## src/rtl/pong_match_controller.sv

```systemverilog
// Match sequencer for Pong: serve countdown, rally, point pause and game over,
// with score keeping and ball reset/enable control. All timing is in frames.
module pong_match_controller #(
  parameter int SCORE_LIMIT  = 9,
  parameter int SERVE_FRAMES = 60,
  parameter int POINT_FRAMES = 30,
  parameter int SCORE_W      = 4
) (
  input  logic               clock,
  input  logic               reset,
  input  logic               frame_tick,
  input  logic               start,
  input  logic               p1_miss,
  input  logic               p2_miss,
  output logic               ball_reset,
  output logic               ball_enable,
  output logic               serve_dir,
  output logic [SCORE_W-1:0] p1_score,
  output logic [SCORE_W-1:0] p2_score,
  output logic [1:0]         winner,
  output logic [2:0]         state_out
);

  localparam int MAX_FRAMES = (SERVE_FRAMES > POINT_FRAMES) ? SERVE_FRAMES : POINT_FRAMES;
  localparam int CNT_W      = (MAX_FRAMES > 1) ? $clog2(MAX_FRAMES) : 1;

  localparam logic [SCORE_W-1:0] LIMIT      = SCORE_W'(SCORE_LIMIT);
  localparam logic [CNT_W-1:0]   SERVE_LAST = CNT_W'(SERVE_FRAMES - 1);
  localparam logic [CNT_W-1:0]   POINT_LAST = CNT_W'(POINT_FRAMES - 1);

  typedef enum logic [2:0] {
    IDLE      = 3'd0,
    SERVE     = 3'd1,
    RUNNING   = 3'd2,
    POINT     = 3'd3,
    GAME_OVER = 3'd4
  } state_t;

  state_t             state_r, state_s;
  logic [CNT_W-1:0]   cnt_r, cnt_s;
  logic [SCORE_W-1:0] p1_score_r, p1_score_s;
  logic [SCORE_W-1:0] p2_score_r, p2_score_s;
  logic [1:0]         winner_r, winner_s;
  logic               serve_dir_r, serve_dir_s;
  logic               start_d_r;
  logic               ball_reset_r, ball_reset_s;
  logic               ball_enable_r, ball_enable_s;
  logic               start_rise_s;

  assign start_rise_s = start & ~start_d_r;

  // Next-state, counter and score logic
  always_comb begin
    state_s     = state_r;
    cnt_s       = cnt_r;
    p1_score_s  = p1_score_r;
    p2_score_s  = p2_score_r;
    winner_s    = winner_r;
    serve_dir_s = serve_dir_r;
    case (state_r)
      IDLE, GAME_OVER: begin
        if (start_rise_s) begin
          state_s    = SERVE;
          cnt_s      = {CNT_W{1'b0}};
          p1_score_s = {SCORE_W{1'b0}};
          p2_score_s = {SCORE_W{1'b0}};
          winner_s   = 2'b00;
        end else begin
          state_s = state_r;
        end
      end
      SERVE: begin
        if (frame_tick) begin
          if (cnt_r == SERVE_LAST) begin
            state_s = RUNNING;
            cnt_s   = {CNT_W{1'b0}};
          end else begin
            cnt_s = cnt_r + CNT_W'(1);
          end
        end else begin
          cnt_s = cnt_r;
        end
      end
      RUNNING: begin
        // A double miss is a replay: nobody scores and the serve repeats.
        if (p1_miss && p2_miss) begin
          state_s = SERVE;
        end else if (p2_miss) begin
          if (p1_score_r < LIMIT) begin
            p1_score_s = p1_score_r + SCORE_W'(1);
          end else begin
            p1_score_s = p1_score_r;
          end
          serve_dir_s = 1'b1;
          state_s     = POINT;
        end else if (p1_miss) begin
          if (p2_score_r < LIMIT) begin
            p2_score_s = p2_score_r + SCORE_W'(1);
          end else begin
            p2_score_s = p2_score_r;
          end
          serve_dir_s = 1'b0;
          state_s     = POINT;
        end else begin
          state_s = RUNNING;
        end
      end
      POINT: begin
        if (frame_tick) begin
          if (cnt_r == POINT_LAST) begin
            cnt_s = {CNT_W{1'b0}};
            if (p1_score_r == LIMIT) begin
              state_s  = GAME_OVER;
              winner_s = 2'b01;
            end else if (p2_score_r == LIMIT) begin
              state_s  = GAME_OVER;
              winner_s = 2'b10;
            end else begin
              state_s = SERVE;
            end
          end else begin
            cnt_s = cnt_r + CNT_W'(1);
          end
        end else begin
          cnt_s = cnt_r;
        end
      end
      default: begin
        state_s = IDLE;
        cnt_s   = {CNT_W{1'b0}};
      end
    endcase
  end

  // Ball control derived from the upcoming state so it lines up with state_out
  always_comb begin
    ball_reset_s  = 1'b1;
    ball_enable_s = 1'b0;
    case (state_s)
      RUNNING: begin
        ball_reset_s  = 1'b0;
        ball_enable_s = 1'b1;
      end
      POINT: begin
        ball_reset_s  = 1'b0;
        ball_enable_s = 1'b0;
      end
      default: begin
        ball_reset_s  = 1'b1;
        ball_enable_s = 1'b0;
      end
    endcase
  end

  // State and output registers
  always_ff @(posedge clock) begin
    if (reset) begin
      state_r       <= IDLE;
      cnt_r         <= {CNT_W{1'b0}};
      p1_score_r    <= {SCORE_W{1'b0}};
      p2_score_r    <= {SCORE_W{1'b0}};
      winner_r      <= 2'b00;
      serve_dir_r   <= 1'b1;
      start_d_r     <= 1'b0;
      ball_reset_r  <= 1'b1;
      ball_enable_r <= 1'b0;
    end else begin
      state_r       <= state_s;
      cnt_r         <= cnt_s;
      p1_score_r    <= p1_score_s;
      p2_score_r    <= p2_score_s;
      winner_r      <= winner_s;
      serve_dir_r   <= serve_dir_s;
      start_d_r     <= start;
      ball_reset_r  <= ball_reset_s;
      ball_enable_r <= ball_enable_s;
    end
  end

  assign ball_reset  = ball_reset_r;
  assign ball_enable = ball_enable_r;
  assign serve_dir   = serve_dir_r;
  assign p1_score    = p1_score_r;
  assign p2_score    = p2_score_r;
  assign winner      = winner_r;
  assign state_out   = state_r;

endmodule
```

## config.mk

```make
export PLATFORM = sky130hd
export DESIGN_NAME = pong_match_controller
export DESIGN_NICKNAME = d
export VERILOG_FILES = /design/src/rtl/pong_match_controller.sv
export SDC_FILE = /design/constraint.sdc
export NUM_CORES = 1
export LEC_CHECK = 0
export ABC_AREA = 1
export CAP_MARGIN = 20
export CORE_UTILIZATION = 45
export DETAILED_ROUTE_END_ITERATION = 7
export GPL_ROUTABILITY_DRIVEN = 0
export PLACE_DENSITY = 0.69
export SYNTH_ARGS = -nofsm -noshare
export SYNTH_HDL_FRONTEND = slang
export SYNTH_SLANG_ARGS = --single-unit
```

## constraint.sdc

```tcl
create_clock -name clock -period 3 [get_ports clock]
set_clock_uncertainty 0.1 [all_clocks]
set_input_delay 0.9 -clock clock [delete_from_list [all_inputs] [get_ports clock]]
set_output_delay 0.9 -clock clock [all_outputs]
set_load 0.005 [all_outputs]
```

-- Word-level counts from Yosys, hierarchy flattened
Cells that the tools add are included.
- add/subtract/negate cells: 3
- $mul: 0
- div/mod/pow operators: 0
- magnitude comparators: 2
- equality and inequality tests: 21
- shift operators: 0
- muxes and demuxes: 37
- bitwise logic cells: 4
- reduce and logical (&&, ||, !) cells: 12
- operator list (kind ; count):
    4-bit two-way mux ; 8
    6-bit two-way mux ; 5
    6-bit one-hot mux with 4 select lines ; 1
    3-bit two-way mux ; 7
    2-bit inequality test, second input constant ; 10
    4-bit one-hot mux with 2 select lines ; 2
    3-bit by 2-bit == test with 1-bit output, second input constant ; 4
    2-bit two-way mux ; 6
    3-bit one-hot mux with 4 select lines ; 1
    5-bit AND reduction ; 2
    4-bit by 1-bit adder with 4-bit output, second input constant ; 2
    4-bit == test, second input constant ; 2
    4-bit less-than comparator, second input constant ; 2
    6-bit by 1-bit adder with 6-bit output, second input constant ; 1
    6-bit by 5-bit == test with 1-bit output, second input constant ; 1
    6-bit == test, second input constant ; 1
    1-bit two-way mux ; 6
    6-bit AND reduction ; 1
    2-bit nonzero test ; 3
    2-bit one-hot mux with 2 select lines ; 1
    4-bit AND reduction ; 1
    2-bit OR reduction ; 2
    3-bit by 1-bit == test with 1-bit output, second input constant ; 1
    3-bit == test, second input constant ; 1
    6 further kinds ; 8
- register bits: 23
- latch bits: 0
- RAM bits: 0
- memory bits (read-only): 0
- input bits: 6
- output and inout bits: 16
- logic and storage cells: 88
- memories: 0

-- Longest topological paths before layout
- depth in word-level cells: 9
- mapped depth: 10
- gate-level depth less buffers: 10

-- Least setup slack after synthesis
Ideal clock, no wire load.
- path kind: input to register
- start: in p1_miss
- end: reg p2_score_r[1] (netlist: p2_score[1])
- library setup time: 0.116 ns
- arrival: 1.603 ns
- required time: 2.784 ns
- slack: 1.181 ns
- stages: 5
- buffers on the path: 0
- cells stage by stage: ha_1 -> o21ai_4 -> nand2_2 -> o21ai_0 -> nor2_1
- cells in the longest elaborated chain, start to end: 3
- elaborated cells on any way between the ends: 4
- classes of those cells: eq/ne: 2; reduce/logical: 2
- ends and longest elaborated chain (what ; RTL line ; text):
    from (decl) ; 13 ; input logic p1_miss,
    1-bit logical AND ; 86 ; if (p1_miss && p2_miss) begin
    2-bit inequality test (no line) ; - ;
    6-bit AND reduction (no line) (*) ; - ;
    to (signal assigned) ; 161 ; p2_score_r <= {SCORE_W{1'b0}};
    to (signal assigned) ; 171 ; p2_score_r <= p2_score_s;
    to (decl) ; 42 ; logic [SCORE_W-1:0] p2_score_r, p2_score_s;
Mark *: on every way between the ends. The rest lies on a longest branch, timed or not.
A chain may end at the register's enable or synchronous reset.

-- Worst setup path after layout
- start: reg p1_score_r[0] (netlist: p1_score[0])
- end: out p1_score[0]
- RTL lines (what ; RTL line ; text):
    from (decl) ; 41 ; logic [SCORE_W-1:0] p1_score_r, p1_score_s;
    from (signal assigned) ; 160 ; p1_score_r <= {SCORE_W{1'b0}};
    from (signal assigned) ; 170 ; p1_score_r <= p1_score_s;
    to (decl) ; 18 ; output logic [SCORE_W-1:0] p1_score,
No word-level cell between the ends.

==> results.txt <==
The flow ran to the end, and the final reports show no timing, DRC or antenna violations. The share of total power dissipated in combinational logic is 0.182. The arrival time of the worst setup path came out at 1.30 ns. The peak supply drop came out at 296 uV. Of the cells placed in the final design, the portion with a size suffix greater than 1 is 0.0727. The top-level port count is 22. The gate count of the mapped netlist is 197.

The number of max-cap violations is 0. The worst-case clock buffer depth came out at 2. The initial antenna violation count was 0. The synthesis-to-finish area growth is 19.5%. The estimated wirelength of the detail-placed design came out at 2.24 mm.

The number of antenna repair diodes is 0. The remaining max-slew budget at the tightest pin came out at 0.792. The overall power consumption came out at 580 uW. The analysis attributes to net switching a power of approximately 170 uW.

The internal power of the cells totals 415 uW. The net total in the final layout is 237. The area of the die came out at 3180 um2.

The total congestion overflow came out at 0. Setup violations remaining at the end of the flow were counted as 0. The number of buffers and inverters on the critical path came out at 1. The total setup buffers inserted after CTS is 0.

The detailed-route via count came out at 1285. TritonCTS created 3 clock buffers. The number of nets handed over by synthesis was approximately 210. Leaving out filler cells and counting taps, the final layout contains ~250. The overall routed net length came out at 2.83 mm. The width of the chip came out at 56.4 um.

In this run the vertical extent of the chip is around 56 um. The clock-pin slew on the worst setup and hold paths came out at roughly 0.13 ns. The via density per instance is 5.12.

The first global-routing pass estimated 5.14 mm of wire. Traced cell by cell, the critical path runs through clkdlybuf4s50_1. Yosys printed 0 warnings. The slowest stage of the critical path belongs to the cell clkdlybuf4s50_1. After synthesis, the mean cell area works out to 6.76 um2. Setup repair after global routing left no endpoint under its margin. The number of core rows is 19. For the worst-skew pair, the clock arrives at the later sink with an insertion delay of 0.31 ns. The tree is rooted in a clkbuf_4. The type of element capturing the critical path is an output port.

The number of cells in the design after placement came out at 247. The summed instance area of the synthesized netlist came out at 1330 um2. Dividing total power by cell area gives a power density of about 360 nW/um2. The shortest clock period the worst path allows after layout came out at approximately 2.3 ns. The leakage power figure came out at 0.643 nW. In the finished design, the share of the clock period the worst path needs comes to 0.766. The worst setup path is launched from a flop. The depth of the CTS H-tree is 1. The number of different library cells in the post-synthesis netlist is 26. The global routing usage summed across all routing layers is 0.200.

The sum of negative setup slack came out at 0 ns. The initial standard-cell utilization of the core is 0.479. For the pin with the worst max-slew slack, the measured transition is 0.311 ns. The detailed router's first-iteration violation count came out at 47. The TritonCTS sink count came out at 23.

TritonCTS built the clock tree. The maximum fanout along the worst path is 6. The number of global-route vias before repair is ~1200. Of the synthesized area, sequential elements account for 0.346. Entering global routing, the biggest net connects 13 pins.

The share of power burned in the clock network came out at 0.248. The core region is 2780 um2. The first TritonRoute pass finished after 4 iterations.

Static timing analysis puts the maximum clock frequency at 0.435 GHz. In this run the tool buffered the top-level ports with 21 buffer cells. The setup slack after layout came out at 0.702 ns. The detail route stage leaves a number of antenna-violating nets equal to 0. The post-synthesis register bit count is 23. The switching fraction of total power came out at 0.284.

By startpoint and endpoint, the worst setup path is classified as flop to output port. The final hold violation count came out at 0. After clock tree synthesis, the flow added hold-fix buffers numbering 0. The critical path data required time is 2.00 ns. The post-cts gate resize count is 0. The total count of max-transition violations in the final report came out at 0. The final routed wire length divided by cell count came out at 11.3 um. The delay of the slowest cell on the worst path came out at 0.54 ns. For this run, design rule violations remaining after detail routing come to 0. The post-placement worst setup slack came out at 0.567 ns.

The part of the total power dissipated in sequential elements came out at 0.569. On the critical path the largest part of the delay comes from buffers and inverters. The worst hold-check path type is flop to flop.
## logic make-up (layout without fill, tap and decap cells)
group	after synthesis	after routing	synth area share
xor gates and xnor gates	2	2	0.0132
buffers and inverters	35	58	0.106
DFF	23	23	0.346
adders and majority gates	10	10	0.0940
and+or+nand+nor	98	98	0.315
AOI/OAI and AO/OA	29	29	0.126
## cell type report
type,instances,area (um2)
fill,262,1190
multi-input combinational,139,729
sequential,23,460
timing repair buffer,21,210
inverter,33,125
tap,31,38.8
clock buffer,4,26.3
## sequential cells by signal (all words and copies together) (netlist names), 2 cells and up
signal     count
cnt_r          6
winner         2
p1_score       4
p2_score       4
state_out      3
## cells in the final DEF (no fill, tap or decap)
cell and instances:
clkbuf_1 1, ha_1 10, nand4_1 1, clkdlybuf4s50_1 21
or2_1 1, o21ai_2 2, xnor2_1 2, inv_2 2
nor2_1 37, nand3_1 17, nand2_2 4, o21ai_1 2
clkinv_1 1, o21ai_0 9, nand2_1 32, a31oi_1 1
or2_2 1, a21oi_1 13, clkbuf_4 3, clkinv_2 1
o211ai_1 1, nor3_1 3, nor2_2 1, dfxtp_1 23
inv_1 29, nand3_2 1, o21ai_4 1
## metrics by stage
step / cell area [um2] / util / hold slack, ns
after floorplan: 1330 / - / 0.360
after global placement: 1560 / 0.562 / 0.366
after detailed placement: 1560 / 0.562 / 0.372
after CTS: 1590 / 0.572 / 0.407
after global routing: 1590 / 0.572 / 0.451
final: 1590 / 0.572 / 0.395
## final timing paths
path                            cells past startpoint  slack [ns]        start     endpoint
worst max register to register                      8        1.43     cnt_r[0]    winner[0]
worst max-delay path                                1        0.70  p1_score[0]  p1_score[0]
worst min register to register                      2        0.40    serve_dir    serve_dir
worst min-delay path                                2        0.40    serve_dir    serve_dir
## cells in the mapped netlist (all sizes together)
| master | n | area share |
|---|---|---|
| nand2 | 36 | 0.11 |
| o21ai | 14 | 0.067 |
| clkinv | 2 | 0.0066 |
| inv | 31 | 0.087 |
| dfxtp | 23 | 0.35 |
| buf | 2 | 0.012 |
| ha | 10 | 0.094 |
| nand3 | 18 | 0.071 |
| a21oi | 13 | 0.049 |
| nand4 | 1 | 0.0047 |
| xnor2 | 2 | 0.013 |
| nor2 | 38 | 0.11 |
| o211ai | 1 | 0.0056 |
| a31oi | 1 | 0.0047 |
| nor3 | 3 | 0.011 |
| or2 | 2 | 0.0094 |
## power groups by stage
stage	combinational [mW]	sequential (mW)	clock, mW
after floorplan	0.0659	0.336	0
after global placement	0.103	0.337	0
after detailed placement	0.106	0.337	0
after CTS	0.107	0.330	0.150
after global routing	0.122	0.333	0.164
final	0.106	0.330	0.144
## metal layers
metal	GRT usage	wire length, um	part of all wire
met2	0.337	1340	0.47
met4	0.0976	64	0.023
met5	0	0	0
met1	0.254	1350	0.48
met3	0.0230	78	0.028
No activity file was read; power rests on OpenSTA's default activity.
